[src/rtl/noc_pkg.sv]
// Shared mesh-router types: flit container, destination address layout, input buffer states.
package noc_pkg;

  localparam int DATA_W     = 32;
  localparam int ADDR_X_MSB = 7;
  localparam int ADDR_X_LSB = 4;
  localparam int ADDR_Y_MSB = 3;
  localparam int ADDR_Y_LSB = 0;

  typedef logic [DATA_W-1:0] flit_t;

  typedef struct packed {
    logic [3:0] x;
    logic [3:0] y;
  } node_addr_t;

  typedef enum logic [1:0] {
    ST_EMPTY   = 2'd0,
    ST_PARTIAL = 2'd1,
    ST_FULL    = 2'd2
  } inbuf_state_t;

endpackage

[src/rtl/inbuf_ram.sv]
// Flit storage for the router input buffer: one write port, one asynchronous read port.
// Contents are deliberately not reset; validity is tracked by the owning controller.
module inbuf_ram #(
  parameter int DEPTH  = 4,
  parameter int DATA_W = 32
) (
  input  logic                     clk,
  input  logic                     we,
  input  logic [$clog2(DEPTH)-1:0] waddr,
  input  logic [DATA_W-1:0]        wdata,
  input  logic [$clog2(DEPTH)-1:0] raddr,
  output logic [DATA_W-1:0]        rdata
);

  logic [DATA_W-1:0] mem [DEPTH];

  always_ff @(posedge clk) begin
    if (we) mem[waddr] <= wdata;
  end

  assign rdata = mem[raddr];

endmodule

[src/rtl/router_input_buffer.sv]
// Per-port router input FIFO: accepts flits from upstream, presents the head to the controller, pops on grant.
// Optional INBUF_BYPASS_EN: an empty buffer forwards an arriving flit to the head outputs in the same cycle.
//
// state   | meaning
// EMPTY   | count == 0, head outputs gated to zero
// PARTIAL | 0 < count < DEPTH
// FULL    | count == DEPTH, buffer_full_o asserted to upstream
module router_input_buffer
  import noc_pkg::*;
#(
  parameter int DEPTH  = 4,
  parameter int DATA_W = 32
) (
  input  logic                     clk,
  input  logic                     rst,
  input  logic [DATA_W-1:0]        flit_i,
  input  logic                     flit_valid_i,
  output logic                     buffer_full_o,
  output logic [7:0]               packet_addr_o,
  output logic                     packet_valid_o,
  output logic [DATA_W-1:0]        flit_o,
  input  logic                     grant_i,
  output logic                     overflow_o,
  output logic [$clog2(DEPTH):0]   count_o
);

  localparam int PTR_W = $clog2(DEPTH);
  localparam int CNT_W = PTR_W + 1;
  localparam logic [CNT_W-1:0] CNT_ONE  = CNT_W'(1);
  localparam logic [CNT_W-1:0] CNT_LAST = CNT_W'(DEPTH - 1);

  inbuf_state_t       state, state_nxt;
  logic [PTR_W-1:0]   rd_ptr, wr_ptr;
  logic [CNT_W-1:0]   count, count_nxt;
  logic               overflow;
  logic [DATA_W-1:0]  rd_data, head_raw;
  logic               bypass, push, pop, do_push, do_pop;
  node_addr_t         head_addr;

  inbuf_ram #(.DEPTH(DEPTH), .DATA_W(DATA_W)) u_ram (
    .clk   (clk),
    .we    (do_push),
    .waddr (wr_ptr),
    .wdata (flit_i),
    .raddr (rd_ptr),
    .rdata (rd_data)
  );

`ifdef INBUF_BYPASS_EN
  assign bypass = (state == ST_EMPTY) & flit_valid_i;
`else
  assign bypass = 1'b0;
`endif

  assign buffer_full_o  = (state == ST_FULL);
  assign packet_valid_o = (state != ST_EMPTY) | bypass;
  assign head_raw       = bypass ? flit_i : rd_data;
  assign flit_o         = packet_valid_o ? head_raw : '0;
  assign head_addr.x    = flit_o[ADDR_X_MSB:ADDR_X_LSB];
  assign head_addr.y    = flit_o[ADDR_Y_MSB:ADDR_Y_LSB];
  assign packet_addr_o  = head_addr;
  assign overflow_o     = overflow;
  assign count_o        = count;

  // A bypassed flit granted in its arrival cycle never touches the RAM or the pointers.
  assign push    = flit_valid_i & ~buffer_full_o;
  assign pop     = grant_i & packet_valid_o;
  assign do_push = push & ~(bypass & grant_i);
  assign do_pop  = pop & ~bypass;

  always_comb begin
    state_nxt = state;
    count_nxt = count;
    case ({do_push, do_pop})
      2'b10:   count_nxt = count + CNT_ONE;
      2'b01:   count_nxt = count - CNT_ONE;
      default: count_nxt = count;
    endcase
    case (state)
      ST_EMPTY:   if (do_push) state_nxt = ST_PARTIAL;
      ST_PARTIAL: begin
        if (do_push && !do_pop && count == CNT_LAST)      state_nxt = ST_FULL;
        else if (do_pop && !do_push && count == CNT_ONE)  state_nxt = ST_EMPTY;
      end
      ST_FULL:    if (do_pop) state_nxt = ST_PARTIAL;
      default:    state_nxt = ST_EMPTY;
    endcase
  end

  always_ff @(posedge clk) begin
    if (!rst) begin
      state    <= ST_EMPTY;
      rd_ptr   <= '0;
      wr_ptr   <= '0;
      count    <= '0;
      overflow <= 1'b0;
    end else begin
      state <= state_nxt;
      count <= count_nxt;
      if (do_pop)  rd_ptr <= rd_ptr + PTR_W'(1);
      if (do_push) wr_ptr <= wr_ptr + PTR_W'(1);
      if (flit_valid_i && buffer_full_o) overflow <= 1'b1;
    end
  end

endmodule

[config.mk]
export PLATFORM = sky130hd
export DESIGN_NAME = router_input_buffer
export DESIGN_NICKNAME = d
export VERILOG_FILES = /design/src/rtl/noc_pkg.sv /design/src/rtl/inbuf_ram.sv /design/src/rtl/router_input_buffer.sv
export SDC_FILE = /design/constraint.sdc
export NUM_CORES = 1
export LEC_CHECK = 0
export BUFFER_PORTS_ARGS = -buffer_cell sky130_fd_sc_hd__buf_2
export CAP_MARGIN = 20
export CORE_MARGIN = 5
export CORE_UTILIZATION = 55
export DETAILED_ROUTE_END_ITERATION = 8
export PLACE_DENSITY = 0.82
export SYNTH_ARGS = -nofsm -noshare
export SYNTH_HDL_FRONTEND = slang
export SYNTH_SLANG_ARGS = --single-unit
[constraint.sdc]
create_clock -name clk -period 3.1 [get_ports clk]
set_clock_uncertainty 0.2 [all_clocks]
set_input_delay 0 -clock clk [delete_from_list [all_inputs] [get_ports clk]]
set_output_delay 0 -clock clk [all_outputs]
set_load 0.03 [all_outputs]
==> metrics.md, run 1 <==
| Metric | Value |
|---|---|
| Number of synthesized register bits | 140 |
| Grt total ovfl | 0 |
| Unrepaired setup endpoints after global routing | false |
| Core region area | 0.00982 mm^2 |
| Reg2reg path depth | 8 |
| Commonest non-fill, non-tap cell in the layout | edfxtp_1 |
| Share of post-route cells with drive strength above 1 | 0.374 |
| Cell Chain, Critical Path | buf_12, mux4_2, nor2b_1, buf_2 |
| YS warnings | 0 |
| Area Growth Syn to Fin | 26.0% |
| CP max stage delay | 640 ps |
| Avg Synthesized Cell Area | 19.3 um^2 |
| Max FO, Critical Path | 20 |
| Die X | 110 um |
| CP top delay family | flip-flops |
| Initial antenna violation count | 0 |
| Crit-path slowest cell | dfxtp_2 |
| Post-route clock period utilization | 0.823 |
| PortBufs | 81 |
| Clock transition at path regs | 60 ps |
| IO Pins | 82 |
| CTS Root Cell | clkbuf_8 |
| FP Rows | 36 |
| Syn Nets | 333 |
| WP depth | 4 |
| Worst skew pair latency | 510 ps |
| Measured slew at the worst slew-check pin | 857 ps |
| Library cells used by synthesis | 30 |
| Bufs and invs on worst path | 2 |
| Startpoint types | flop |
| CTS tree | done |
| Final Hold Viols | 0 |
| Critical Path Sink Type | output pin |
| Synthesized area | 0.00555 mm^2 |
| Final net count | 459 |
| Routed vias/inst | 5.29 |
| CTS buffer count | 17 |
| Ant diodes | 0 |
| WL per Instance | 18.8 um |
| Vias after detailed routing | 2952 |
| Largest net degree at the start of global routing | 34 |
| Vias in the first global route | 3165 |
| First-pass GRT wire length | 17100 um |
| Max-cap violations | 0 |
| Pleak | 2.57 nW |
| Commonest cells after routing, fill and taps aside | 128 x edfxtp_1, 81 x buf_2, 37 x dlygate4sd3_1 |
| Die area | 0.0122 mm^2 |
| Fillers | 646 |
| Maximum VDD drop | 0.411 mV |
| Remaining routing DRC violations | 0 |
| Worst setup path class | flop to output pin |
| FMAX | 392 MHz |
| Period minus WS final | 2550 ps |
| TNS Setup | 0 ps |
| WL final | 10500 um |
| Slew Viols, Final | 0 |
| Initial Utilization | 0.565 |
| Worst Hold Depth | 2 |
| Status | finished clean |
| Router iterations before antenna repair | 4 |
| Syn Inst Count | 287 |
| # H-tree levels | 4 |
| Setup ws final | 547 ps |
| Worst EP required | 2900 ps |
| GRT Total Usage | 0.183 |
| Critical Path AT | 2350 ps |
| Final setup vio count | 0 |
| Pre-CTS setup slack | 931 ps |
| Initial DRC Count | 148 |
| Longest Clk Path Bufs | 2 |
| Post-DP HPWL | 6350 um |
| Hold Path Class | input pin to flop |
| Normalized max-slew margin | 0.428 |
| Cts repair resizes | 0 |
| Sequential share of the synthesized area | 0.735 |
| RePlAce Congestion | 0.765 |
| Die Y | 110 um |
| Clk sinks | 140 |
| ANT nets after route | 0 |
| Pwr Density | 643 mW/mm^2 |
final cells by class:
cell class / instances / area [um^2] / share of cell area
Tap cell: 133 / 166 / 0.0238
Clock inverter: 12 / 125 / 0.0179
Sequential cell: 140 / 4090 / 0.584
Timing Repair Buffer: 127 / 856 / 0.122
Multi-Input combinational cell: 116 / 1300 / 0.186
Inverter: 11 / 41.3 / 0.00590
Clock buffer: 19 / 422 / 0.0603
kinds of logic (layout without fill, tap and decap cells):
family / count (synthesis) / in the layout / share of synthesized area
flip-flops: 140 / 140 / 0.735
AND/OR/NAND/NOR: 56 / 56 / 0.0575
multiplexers: 33 / 33 / 0.132
buffers and inverters: 31 / 169 / 0.0324
AO/OA/AOI/OAI: 13 / 13 / 0.0142
adder cells (fa/ha/maj): 10 / 10 / 0.0225
XOR/XNOR: 4 / 4 / 0.00631
what timing repair did:
| item | 4_1_cts | 5_1_grt |
|---|---|---|
| hold buffers | 37 | 0 |
| endpoints found under the hold margin | 140 | 0 |
| buffers inserted | 0 | 0 |
final timing paths:
check | from | to | slack, ps
max | flop | flit_o[24] | 550
min | flit_i[24] | u_ram.mem[3][24] | 50
max reg2reg | state[1] | state[1] | 880
min reg2reg | overflow_o | overflow_o | 270
cells in the mapped netlist, drive strengths merged:
| cell type | n | area, um^2 |
|---|---|---|
| nand3 | 3 | 15.0 |
| xor2 | 4 | 35.0 |
| a311oi | 1 | 8.76 |
| nor2 | 9 | 33.8 |
| a31oi | 1 | 6.26 |
| nand3b | 1 | 7.51 |
| buf | 15 | 120 |
| a211oi | 1 | 7.51 |
| o211ai | 1 | 7.51 |
| inv | 10 | 37.5 |
| clkinv | 1 | 3.75 |
| dfxtp | 12 | 240 |
| and2 | 2 | 12.5 |
| o21a | 1 | 7.51 |
| o22ai | 1 | 6.26 |
| and3 | 4 | 25.0 |
| a21oi | 4 | 20.0 |
| nand2 | 2 | 7.51 |
| nor2b | 32 | 200 |
| o21ai | 3 | 15.0 |
| edfxtp | 128 | 3840 |
| clkbuf | 5 | 18.8 |
| nor3 | 1 | 5.00 |
| mux2i | 1 | 10.0 |
| ha | 10 | 125 |
| mux4 | 32 | 721 |
| nand2b | 2 | 12.5 |
per-layer routing:
| layer | track usage | share of wire | vias to the layer above |
|---|---|---|---|
| met5 | 0 | 0 | - |
| met4 | 0.0616 | 0.014 | 0 |
| li1 | - | - | 1359 |
| met1 | 0.227 | 0.41 | 1503 |
| met3 | 0.0470 | 0.041 | 12 |
| met2 | 0.316 | 0.53 | 78 |
per-stage QoR:
stage	std cells	area (um^2)	utilization	hold slack [ps]	power, mW
after floorplan	287	5550	-	-101	2.51
after global placement	490	6080	0.619	13.1	2.63
after detailed placement	490	6080	0.619	20.4	2.64
after CTS	558	7000	0.713	28.3	4.54
after global routing	558	7000	0.713	43.0	4.67
final	558	7000	0.713	49.1	4.50
report_power, final:
part | leakage [nW] | internal [mW] | switching [mW] | total, mW
combinational | 1.03 | 0.199 | 0.260 | 0.460
sequential | 1.27 | 2.14 | 0.0366 | 2.18
clock | 0.263 | 1.13 | 0.728 | 1.86
total | 2.57 | 3.47 | 1.02 | 4.50
flip-flops by register name, summed over array words and instances (netlist names), named ones only:
register,count
state,2
overflow_o,1
rd_ptr,2
u_ram.mem,128
wr_ptr,2
count_o,3
(Power assumes the default switching activity.)
==> run 2, diff against run 1 <==
Settings changed: CORE_UTILIZATION 55 to 51, PLACE_DENSITY 0.82 to 0.8.
Clock period 3.1 ns to 2.1 ns, I/O delays scaled along.
==> metrics.md, run 2 (synthesis gave the netlist of run 1 again) <==
| Metric | Value |
|---|---|
| Die Y | 114 um (was 110 um) |
| Pwr Density | 941 mW/mm^2 (was 643 mW/mm^2) |
| Pre-CTS setup slack | 148 ps (was 931 ps) |
| IO Pins | 82 (unchanged) |
| Worst EP required | 1900 ps (was 2900 ps) |
| Pleak | 2.78 nW (was 2.57 nW) |
| Die X | 114 um (was 110 um) |
| Critical Path Sink Type | output pin (unchanged) |
| Commonest cells after routing, fill and taps aside | 128 x edfxtp_1, 45 x buf_2, 36 x dlygate4sd3_1 (was 128 x edfxtp_1, 81 x buf_2, 37 x dlygate4sd3_1) |
| Normalized max-slew margin | 0.535 (was 0.428) |
| Remaining routing DRC violations | 0 (unchanged) |
| Period minus WS final | 2150 ps |
| Die area | 0.0131 mm^2 (was 0.0122 mm^2) |
| Initial antenna violation count | 1 (was 0) |
| Slew Viols, Final | 0 (unchanged) |
| Post-route insts no fill | 576 (was 558) |
| WL final | 11300 um (was 10500 um) |
| FMAX | 465 MHz |
| Hold Path Class | input pin to flop (unchanged) |
| CTS tree | done (unchanged) |
| Unrepaired setup endpoints after global routing | true (was false) |
| PortBufs | 81 (unchanged) |
| Longest Clk Path Bufs | 2 (unchanged) |
| Worst setup path class | flop to output pin (unchanged) |
| GR Util met1 | 0.237 (was 0.227) |
| Final net count | 469 (was 459) |
| WL per Instance | 19.6 um (was 18.8 um) |
| Reg with most FFs | u_ram.mem (unchanged) |
| CTS Root Cell | clkbuf_8 (unchanged) |
| Status | finished with violations (was finished clean) |
| Fillers | 672 (was 646) |
| Grt total ovfl | 0 (unchanged) |
| Critical Path AT | 1950 ps (was 2350 ps) |
| Clock transition at path regs | 60 ps (about the same) |
| Met3 Resource Use GR | 0.0486 (was 0.0470) |
| Vias after detailed routing | 2962 (was 2952) |
| Dpl cells | 501 (was 490) |
| ANT nets after route | 0 (unchanged) |
| Final setup vio count | 9 (was 0) |
| Violated checks | negative setup slack |
| Startpoint types | flop (unchanged) |
| Largest register FFs | 128 (unchanged) |
| Vias in the first global route | 3191 (was 3165) |
| Placed inst area | 0.00617 mm^2 (was 0.00608 mm^2) |
| Commonest non-fill, non-tap cell in the layout | edfxtp_1 (unchanged) |
| Clk sinks | 140 (unchanged) |
| Post-DP HPWL | 6470 um (was 6350 um) |
| Final Hold Viols | 0 (unchanged) |
| First-pass GRT wire length | 17700 um (was 17100 um) |
| Share of post-route cells with drive strength above 1 | 0.448 (was 0.374) |
| RePlAce Congestion | 0.710 (was 0.765) |
| Core region area | 0.0107 mm^2 (was 0.00982 mm^2) |
| CTS buffer count | 17 (unchanged) |
| Router iterations before antenna repair | 4 (unchanged) |
| # H-tree levels | 4 (unchanged) |
| Maximum VDD drop | 0.575 mV (was 0.411 mV) |
| Post-route clock period utilization | 1.02 |
| Routed vias/inst | 5.14 (was 5.29) |
| Initial DRC Count | 193 (was 148) |
| Max FO, Critical Path | 7 (was 20) |
| Final Cell Area | 0.00756 mm^2 (was 0.00700 mm^2) |
| Setup ws final | -50.2 ps (was 547 ps) |
| Max-cap violations | 0 (unchanged) |
| GR peak layer | met2 (unchanged) |
| GRT Total Usage | 0.183 (about the same) |
| FP Rows | 38 (was 36) |
| Initial Utilization | 0.517 (was 0.565) |
| Largest net degree at the start of global routing | 33 (was 34) |
| Worst skew pair latency | 500 ps (was 510 ps) |
| M2 GR Usage | 0.304 (was 0.316) |
| Measured slew at the worst slew-check pin | 696 ps (was 857 ps) |
| Area Growth Syn to Fin | 36.1% (was 26.0%) |
## run 2: repair_timing
| action | in CTS | in global routing |
|---|---|---|
| pin swaps | 1 | 0 |
| cloned | 3 | 0 |
| hold buffers | 36 | 0 |
| buffers inserted | 6 | 1 |
| gates resized for setup | 56 | 54 |
| setup endpoints to repair | 40 | 43 |
| hold endpoints to repair | 140 | 0 |
## run 2: layer usage
metal / vias up / wire [um]
li1: 1387 / -
met1: 1482 / 4580
met2: 91 / 6020
met3: 2 / 624
met4: 0 / 49
met5: - / 0
## run 2: critical path, stage by stage (launching register included)
cell	delay (ps)
dfxtp_4	390
buf_6	130
buf_16	130
mux4_2	500
nor2b_4	140
buf_6	160
## run 2: path summary, 6_finish.rpt
check,start,slack [ps],cells past startpoint,endpoint
max,flop,-50,5,flit_o[10]
max reg2reg,state[0],200,6,count_o[2]
min,flit_i[25],60,2,u_ram.mem[2][25]
min reg2reg,overflow_o,310,2,overflow_o
## run 2: power by group
| group | internal, mW | total [mW] | switching, mW |
|---|---|---|---|
| sequential | 3.16 | 3.21 | 0.0455 |
| clock | 1.93 | 3.03 | 1.10 |
| combinational | 0.425 | 0.872 | 0.447 |
| total | 5.51 | 7.11 | 1.60 |
## run 2: area by class of cell
cell class / count / area (um^2) / area share
Sequential cell: 140 / 4090 / 0.541
Multi-Input combinational cell: 117 / 1470 / 0.194
Timing Repair Buffer: 136 / 1170 / 0.155
Clock buffer: 17 / 414 / 0.0548
Clock inverter: 14 / 196 / 0.0260
Tap cell: 140 / 175 / 0.0232
Inverter: 11 / 41.3 / 0.00546
Antenna cell: 1 / 2.50 / 0.000331
## run 2: metrics by stage
stage               hold WS, ps   util  TNS [ps]  total power, mW
floorplan                  -101      -         0             3.71
global placement           11.6  0.574         0             3.90
detailed placement         14.4  0.574         0             3.93
CTS                        24.3  0.690     -2370             7.12
global route               39.2  0.704     -2840             7.37
finish                     55.2  0.704      -304             7.11
==> run 3, diff against run 2 <==
Settings changed: CELL_PAD_IN_SITES_DETAIL_PLACEMENT set to 0, CELL_PAD_IN_SITES_GLOBAL_PLACEMENT set to 2, CORE_UTILIZATION 51 to 38, CTS_CLUSTER_DIAMETER set to 80.
==> metrics.md, run 3 (synthesis gave the netlist of run 1 again) <==
| Metric | Value |
|---|---|
| Area Growth Syn to Fin | 31.9% (was 36.1%) |
| Routed vias/inst | 4.77 (was 5.14) |
| FMAX | 487 MHz (was 465 MHz) |
| Setup ws final | 47.9 ps (was -50.2 ps) |
| Critical Path Sink Type | output pin (unchanged) |
| Pwr Density | 910 mW/mm^2 (was 941 mW/mm^2) |
| Worst skew pair latency | 410 ps (was 500 ps) |
| Period minus WS final | 2050 ps (was 2150 ps) |
| First-pass GRT wire length | 16600 um (was 17700 um) |
| CTS tree | done (unchanged) |
| RePlAce Congestion | 0.688 (was 0.710) |
| Longest Clk Path Bufs | 2 (unchanged) |
| Grt total ovfl | 0 (unchanged) |
| Reg with most FFs | u_ram.mem (unchanged) |
| Crit-path slowest cell | mux4_2 (unchanged) |
| Remaining routing DRC violations | 0 (unchanged) |
| # H-tree levels | 4 (unchanged) |
| Pre-CTS setup slack | 187 ps (was 148 ps) |
| Die Y | 131 um (was 114 um) |
| Final net count | 464 (was 469) |
| Largest net degree at the start of global routing | 33 (unchanged) |
| Hold Path Class | input pin to flop (unchanged) |
| Worst setup path class | flop to output pin (unchanged) |
| Clock transition at path regs | 60 ps (about the same) |
| Initial DRC Count | 221 (was 193) |
| Post-route clock period utilization | 0.977 (was 1.02) |
| WL final | 10800 um (was 11300 um) |
| GRT Total Usage | 0.132 (was 0.183) |
| Share of post-route cells with drive strength above 1 | 0.408 (was 0.448) |
| Unrepaired setup endpoints after global routing | true (unchanged) |
| PortBufs | 81 (unchanged) |
| Measured slew at the worst slew-check pin | 318 ps (was 696 ps) |
| Post-DP HPWL | 6550 um (was 6470 um) |
| Core region area | 0.0144 mm^2 (was 0.0107 mm^2) |
| Initial Utilization | 0.385 (was 0.517) |
| TNS Setup | 0 ps (was -304 ps) |
| IO Pins | 82 (unchanged) |
| Max-cap violations | 0 (unchanged) |
| Final setup vio count | 0 (was 9) |
| CTS buffer count | 17 (unchanged) |
| Pleak | 2.65 nW (was 2.78 nW) |
| Largest register FFs | 128 (unchanged) |
| Die area | 0.0171 mm^2 (was 0.0131 mm^2) |
| Critical Path AT | 1850 ps (was 1950 ps) |
| Normalized max-slew margin | 0.788 (was 0.535) |
| Maximum VDD drop | 0.776 mV (was 0.575 mV) |
| Max FO, Critical Path | 8 (was 7) |
| Clk sinks | 140 (unchanged) |
| Commonest non-fill, non-tap cell in the layout | edfxtp_1 (unchanged) |
| Initial antenna violation count | 1 (unchanged) |
| Die X | 131 um (was 114 um) |
| CP max stage delay | 490 ps (was 500 ps) |
| Router iterations before antenna repair | 5 (was 4) |
| Vias after detailed routing | 2936 (was 2962) |
| Status | finished clean (was finished with violations) |
| Worst EP required | 1900 ps (about the same) |
| Startpoint types | flop (unchanged) |
| WL per Instance | 17.5 um (was 19.6 um) |
| Commonest cells after routing, fill and taps aside | 128 x edfxtp_1, 49 x buf_2, 35 x dlygate4sd3_1 (was 128 x edfxtp_1, 45 x buf_2, 36 x dlygate4sd3_1) |
| Final Hold Viols | 0 (unchanged) |
| Slew Viols, Final | 0 (unchanged) |
| Cell Chain, Critical Path | clkbuf_16, mux4_2, nor2b_1, buf_4 (was buf_6, buf_16, mux4_2, nor2b_4, buf_6) |
| FP Rows | 44 (was 38) |
| Fillers | 1208 (was 672) |
| CTS Root Cell | clkbuf_16 (was clkbuf_8) |
| Vias in the first global route | 3115 (was 3191) |
| ANT nets after route | 0 (unchanged) |
-- run 3: cell types whose count changed in the layout (fill, tap and decap cells not counted), moves of 2 or more --
cell,before,now
bufinv_16,4,1
dfxtp_2,3,1
clkinv_1,1,4
clkinv_4,4,1
buf_6,28,11
nor2b_2,1,5
buf_2,45,49
buf_4,22,32
nor2b_4,20,6
nor2b_1,11,21
dfxtp_1,8,10
clkbuf_16,16,19
clkinv_2,2,5
-- run 3: repair_timing --
item	in CTS	in global routing
setup buffers	0	0
endpoints found under the setup margin	0	37
hold buffers	35	0
gates resized for setup	0	92
endpoints found under the hold margin	140	0
-- run 3: layer usage --
metal  part of all wire  GRT usage  vias to the layer above
met3              0.050     0.0411                       12
met1               0.44      0.166                     1470
met5                  0          0                        -
met2               0.50      0.215                       79
li1                   -          -                     1375
met4              0.011     0.0508                        0
-- run 3: final timing paths --
kind	startpoint	to	slack [ps]	depth (start not counted)
max	flop	flit_o[9]	50	4
min	flit_i[0]	u_ram.mem[1][0]	140	2
max reg2reg	state[0]	count_o[2]	250	6
min reg2reg	overflow_o	overflow_o	290	2
-- run 3: area by class of cell --
type / instances / area [um^2] / share of cell area
diodes: 1 / 2.50 / 0.000342
clock buffers: 18 / 429 / 0.0586
clock inverters: 14 / 105 / 0.0143
inverters: 11 / 41.3 / 0.00564
multi-input cells: 116 / 1360 / 0.185
flip-flops and latches: 140 / 4090 / 0.558
well taps: 184 / 230 / 0.0314
repair buffers: 132 / 1070 / 0.146
-- run 3: metrics by stage --
stage	power, mW	hold slack [ps]	std cells	area (um^2)	util
final	6.67	144	616	7330	0.508
after global routing	6.93	138	616	7330	0.508
after CTS	6.66	117	613	7090	0.492
after detailed placement	3.93	21.4	546	6210	0.430
after global placement	3.91	12.2	546	6210	0.430
after floorplan	3.71	-101	287	5560	-
-- run 3: report_power, final --
part	internal, mW	switching, mW	total, mW
sequential	3.16	0.0415	3.20
clock	1.60	1.07	2.67
combinational	0.372	0.420	0.793
total	5.13	1.54	6.67
-- run 3: critical path: cells and delay by family, from the launching register on --
| kind | cells | cell delay [ps] |
|---|---|---|
| buffers and inverters | 2 | 370 |
| flip-flops | 1 | 420 |
| multiplexers | 1 | 490 |
| AND/OR/NAND/NOR | 1 | 150 |
